[config.mk]
export PLATFORM = sky130hd
export DESIGN_NAME = led_flip_ctrl
export DESIGN_NICKNAME = d
export VERILOG_FILES = /design/src/rtl/led_flip_ctrl.sv
export SDC_FILE = /design/constraint.sdc
export NUM_CORES = 1
export LEC_CHECK = 0
export CAP_MARGIN = 20
export CORE_MARGIN = 8
export CORE_UTILIZATION = 50
export DETAILED_ROUTE_END_ITERATION = 8
export PLACE_DENSITY = 0.74
export SYNTH_ARGS = -nofsm -noshare
export SYNTH_HDL_FRONTEND = slang
export SYNTH_SLANG_ARGS = --single-unit
[constraint.sdc]
create_clock -name i_clk -period 1.7 [get_ports i_clk]
set_input_delay 0.34 -clock i_clk [delete_from_list [all_inputs] [get_ports i_clk]]
set_output_delay 0.34 -clock i_clk [all_outputs]
set_load 0.01 [all_outputs]
[src/rtl/led_flip_ctrl.sv]
// led_flip_ctrl: steps an LED pattern (flip / rotate / ping-pong) on ticks of a sampled divided clock.
module led_flip_ctrl #(
    parameter int P_LED_WIDTH  = 4,
    parameter int P_STEP_TICKS = 1
) (
    input  logic                   i_clk,
    input  logic                   i_rst,
    input  logic                   i_clk_div,
    input  logic [1:0]             i_mode,
    input  logic                   i_pause,
    output logic [P_LED_WIDTH-1:0] o_led,
    output logic                   o_step
);
    typedef enum logic {PP_LEFT, PP_RIGHT} pp_state_t;
    pp_state_t              r_state, state_d;
    logic                   r_div_d1;
    logic [15:0]            r_tick_cnt, cnt_d;
    logic [1:0]             r_mode;
    logic [P_LED_WIDTH-1:0] led_d, pp_led, step_led;
    logic                   tick, mode_chg, wrap, step_d;
    always_comb begin
        tick     = i_clk_div & ~r_div_d1;
        mode_chg = i_mode != r_mode;
        wrap     = r_tick_cnt == 16'(P_STEP_TICKS - 1);
        step_d   = tick & ~i_pause & ~mode_chg & wrap;
        pp_led   = (r_state == PP_LEFT) ? o_led << 1 : o_led >> 1;
        step_led = (r_mode == 2'b00) ? ~o_led :
                   (r_mode == 2'b01) ? {o_led[P_LED_WIDTH-2:0], o_led[P_LED_WIDTH-1]} :
                   (r_mode == 2'b10) ? {o_led[0], o_led[P_LED_WIDTH-1:1]} : pp_led;
        cnt_d    = r_tick_cnt;
        led_d    = o_led;
        state_d  = r_state;
        if (mode_chg) begin
            cnt_d   = '0;
            state_d = PP_LEFT;
            led_d   = (i_mode == 2'b00) ? '0 : P_LED_WIDTH'(1);
        end else if (tick & ~i_pause) begin
            cnt_d = wrap ? '0 : r_tick_cnt + 16'd1;
            if (wrap) begin
                led_d = step_led;
                // direction flips once the lit bit reaches either end
                if (r_mode == 2'b11)
                    state_d = pp_led[P_LED_WIDTH-1] ? PP_RIGHT : pp_led[0] ? PP_LEFT : r_state;
            end
        end
    end
    always_ff @(posedge i_clk) begin
        if (i_rst) begin
            o_led      <= '0;
            o_step     <= 1'b0;
            r_tick_cnt <= '0;
            r_mode     <= 2'b00;
            r_state    <= PP_LEFT;
            r_div_d1   <= 1'b1;
        end else begin
            o_led      <= led_d;
            o_step     <= step_d;
            r_tick_cnt <= cnt_d;
            r_mode     <= i_mode;
            r_state    <= state_d;
            r_div_d1   <= i_clk_div;
        end
    end
endmodule

# == Word-level counts from Yosys, hierarchy flattened ==
# Cells that the tools add are included.
# word_totals
reg_bits,25
inputBits,6
output_inout_bits,5
# classes
n_addsub,1
n_reduce_logical,9
mux,11
eq_ne,4
bitwise_logic,8
# op_table
cell,count
$mux 4,7
$add 16x1->16 const B,1
$logic_not 16->1,1
$mux 16,1
$reduce_bool 2->1,3
$and 1x1->1,4
$eq 2x2->1 const B,2
$logic_not 2->1,2
$not 4->4,1
$reduce_and 4->1,1
$mux 1,3
$not 1->1,3
$eq 2x1->1 const B,1
$ne 2x2->1,1
$reduce_and 2->1,1
$reduce_or 2->1,1

# == Logic depth before layout (Yosys ltp) ==
# depth
depth_word,7
depth_mapped,8
ltp_nobuf,6

# == Least setup slack after synthesis ==
# No wires, ideal clock.
# synth_path
path_kind,input port to flip-flop
from,input i_pause
to,register r_tick_cnt[15]
path_stages,5
arrival_time_ps,1732
n_path_buf,1
path_slack_ps,-102
setup_ps,70
cell_sequence,or3b_1 buf_2 or3_4 or4_1 a21oi_1
# synth_between
elab_chain_len,2
# synth_lines
element,line,source
start: declaration,10,"input logic i_pause,"
$not 1->1,37,end else if (tick & ~i_pause) begin
$and 1x1->1,37,
end signal: assignment,58,r_tick_cnt <= cnt_d;
end: declaration,17,"logic [15:0] r_tick_cnt, cnt_d;"
# No other way between the ends.
# A chain may end at the register's enable or synchronous reset.

# == Worst setup path in the final report ==
# layout_path
from,register r_div_d1
to,register r_tick_cnt[15]
# layout_between
elab_chain_len,3
# layout_lines
element,line,source
start: declaration,16,logic r_div_d1;
start signal: assignment,61,r_div_d1 <= i_clk_div;
$not 1->1,22,tick = i_clk_div & ~r_div_d1;
$and 1x1->1,22,
$and 1x1->1,37,
# No other way between the ends.

==> impl_metrics.tcl <==
set metrics [dict create \
    run_status "finished clean" \
    power_w 0.0009613 \
    globalRouteMet3Util 0.02712 \
    drt-initial-drc-count 62 \
    final-max-slew-violation-count 0 \
    cts_tree "done" \
    tightest_slew_ns 0.3593 \
    coreArea_mm2 0.002432 \
    synth_seq_cells 25 \
    fin_crit_sh 0.9881 \
    synth_enable_flop_cells 0 \
    clock-root-buffer "sky130_fd_sc_hd__clkbuf_4" \
    cpPeakStageDelay_ns 0.40 \
    number_of_antenna_violations_at_the_first_check_in_global_routing 0 \
    synthesized_area_divided_by_synthesized_cell_count_um2 8.322 \
    critPathKind "reg -> reg" \
    floorplan.rows 18 \
    chipWidth_um 66.30 \
    gr-total-overflow 0 \
    yosysUniqueCellTypes 37 \
    maximum_number_of_pins_on_one_net_before_global_route_repair 17 \
    post_route_cells_drive_above_1_share 0.1910 \
    fmax_mhz 595.3 \
    number_of_global_route_vias_before_repair 1128 \
    start_util 0.5201 \
    timing.max_cap.violations 0 \
    rsz_0062_raised_after_global_routing "yes" \
    powerDensity_mw_per_mm2 606.9 \
    post-route-drc-count 0 \
    grt_util_met2 0.2159 \
    synth_async_sr_flop_share 0 \
    finalWorstPathRequiredPeriod_ns 1.680 \
    synth_simple_gate_area_share 0.3195 \
    vias_per_cell 5.606 \
    synth_adder_area_share 0.01978 \
    p_leak_nw 0.5496 \
    final_hold_fails 0 \
    globalRouteMet1Util 0.1755 \
    ys.warnings.count 0 \
    final-setup-viol-count 0 \
    crit_slowest_cell "sky130_fd_sc_hd__or4_1" \
    clk_latency_ns 0.31 \
    most_used_routing_layer_in_global_routing "met2" \
    hold-worst-slack_ns 0.3942 \
    netlist_instances 152 \
    gpl.final_weighted_congestion 0.8626 \
    tritoncts.num_buffers 3 \
    hold_buf_cts 0 \
    timing.max_slew.rel_slack 0.7582 \
    cp_cell_sequence "or3b_4 > or3_4 > or4_1 > a21oi_1" \
    wirelength_mm 2.824 \
    main_combinational_cell_family_by_area_after_synthesis "simple AND/OR/NAND/NOR gates" \
    floorplan.die_area_mm2 0.004396 \
    clkSinkCount 25 \
    post-synth-top-count-cell "sky130_fd_sc_hd__dfxtp_1" \
    areaGrowthSynthToFinish_pct 25.22 \
    cts_htree_levels 1 \
    post_synth_instance_area_mm2 0.001265 \
    top_cells_by_area_synth "sky130_fd_sc_hd__dfxtp_1 40%, sky130_fd_sc_hd__xor2_1 4.8%, sky130_fd_sc_hd__a21oi_1 4.4%" \
    netlist.top_cell.by_area "sky130_fd_sc_hd__dfxtp_1" \
    yosys-top-cells-count "25 x sky130_fd_sc_hd__dfxtp_1, 13 x sky130_fd_sc_hd__nor2_1, 11 x sky130_fd_sc_hd__a21oi_1, 10 x sky130_fd_sc_hd__nand3_1" \
    required_ns 1.95 \
    crit_path_start_kind "flop" \
    grtUsageTotal 0.1344 \
    clock_tree.buffer_depth 2 \
    synth-xor-area-share 0.08309 \
    netlist.area_leader.share 0.3956 \
    chipHeight_um 66.30 \
    synth.yosys.seq_area_share 0.3956 \
    synth_compound_gate_area_share 0.1385 \
    mappedNetlistNets 160 \
    synth.area.mux_share 0 \
    total_via_count_after_detailed_routing 1166 \
    global_route_wire_length_before_repair_mm 4.830 \
    ys_dominant_reg_cell "sky130_fd_sc_hd__dfxtp_1" \
    post_drt_wl_per_cell_um 13.58 \
    final_net_count 187 \
    diodes_inserted 0 \
    setup_fix_bufs_post_cts 0 \
    fin_tns_setup_ns 0 \
    path_max_fanout 3 \
    boundaryPins 11 \
    post-dp-hpwl_mm 2.139 \
    ant_nets 0 \
    worst_ep_arrival_time_ns 1.93 \
    crit_end_category "flop" \
    hp_class "in -> reg" \
    drt_pre_antenna_iters 4 \
    ir_worst_vdd_mv 0.4255 \
    fin_skew_ns 0.004681 \
    port-buffer-count 10 \
    cts.clk_slew.worst_paths_ns 0.13 \
]
==> report_power, final <==
group / internal (W) / switching (W) / total [W]
logic: 0.0000548 / 0.0000486 / 0.000103
registers: 0.000593 / 0.00000645 / 0.000600
clock network: 0.0000915 / 0.000167 / 0.000258
==> layout make-up <==
type	instances	area (um^2)
multi-input cells	113	729.5
fillers	200	848.3
inverters	5	18.77
flip-flops and latches	25	504.2
repair buffers	31	267.8
well taps	30	37.54
clock buffers	4	26.28
==> flip-flops by register name (all words and copies together) (netlist names) <==
name and cells:
r_mode 2, r_state 1, o_led 4, o_step 1, r_tick_cnt 16, r_div_d1 1
==> stage by stage <==
stage / setup WS, ns / util / instance area (um^2) / instances
6_report: 0.02026 / 0.6512 / 1584 / 208
5_1_grt: -0.02684 / 0.6512 / 1584 / 208
4_1_cts: 0.007275 / 0.6425 / 1563 / 208
3_5_place_dp: -0.4921 / 0.6317 / 1536 / 204
3_3_place_gp: -0.4652 / 0.6317 / 1536 / 204
2_1_floorplan: -0.06664 / - / 1265 / 152
==> kinds of logic (layout without fill, tap and decap cells) <==
| kind of cell | after synthesis | count (layout) |
|---|---|---|
| xor+xnor | 12 | 12 |
| compound gates | 28 | 28 |
| simple gates | 71 | 71 |
| flops | 25 | 25 |
| fa+ha+maj | 2 | 2 |
| buf+inv | 14 | 40 |
==> timing repair <==
item / CTS / global route
gates resized for setup: 3 / 6
pin swaps: 2 / 2
setup endpoints to repair: 2 / 6
cloned: 0 / 0
==> metal layers <==
| metal | vias to the layer above | routed length, um |
|---|---|---|
| met5 | - | 0 |
| met3 | 2 | 130 |
| met2 | 23 | 1306 |
| li1 | 605 | - |
| met4 | 0 | 13 |
| met1 | 536 | 1373 |
==> worst paths after layout <==
check           startpoint        endpoint  slack (ns)  cells past startpoint
max reg2reg       r_div_d1  r_tick_cnt[15]        0.02                      4
min              i_clk_div        r_div_d1        0.39                      2
min reg2reg  r_tick_cnt[0]   r_tick_cnt[0]        0.50                      2
max               r_div_d1  r_tick_cnt[15]        0.02                      4
==> worst max-delay path: cells and delay by family (launching register included) <==
family / cells / cell delay (ns)
compound gates: 1 / 0.14
simple gates: 3 / 1.13
flops: 1 / 0.35
==> cells in the final DEF (no fill, tap or decap), types with 6 or more instances in the layout <==
master                            instances
sky130_fd_sc_hd__dfxtp_1                 22
sky130_fd_sc_hd__nand2_1                  6
sky130_fd_sc_hd__buf_4                   20
sky130_fd_sc_hd__a21oi_1                 11
sky130_fd_sc_hd__nor2_1                  13
sky130_fd_sc_hd__nor3_1                   6
sky130_fd_sc_hd__o21ai_0                  6
sky130_fd_sc_hd__clkdlybuf4s50_1          8
sky130_fd_sc_hd__nand3_1                 10
sky130_fd_sc_hd__xor2_1                   7
No activity file was read; power rests on OpenSTA's default activity.
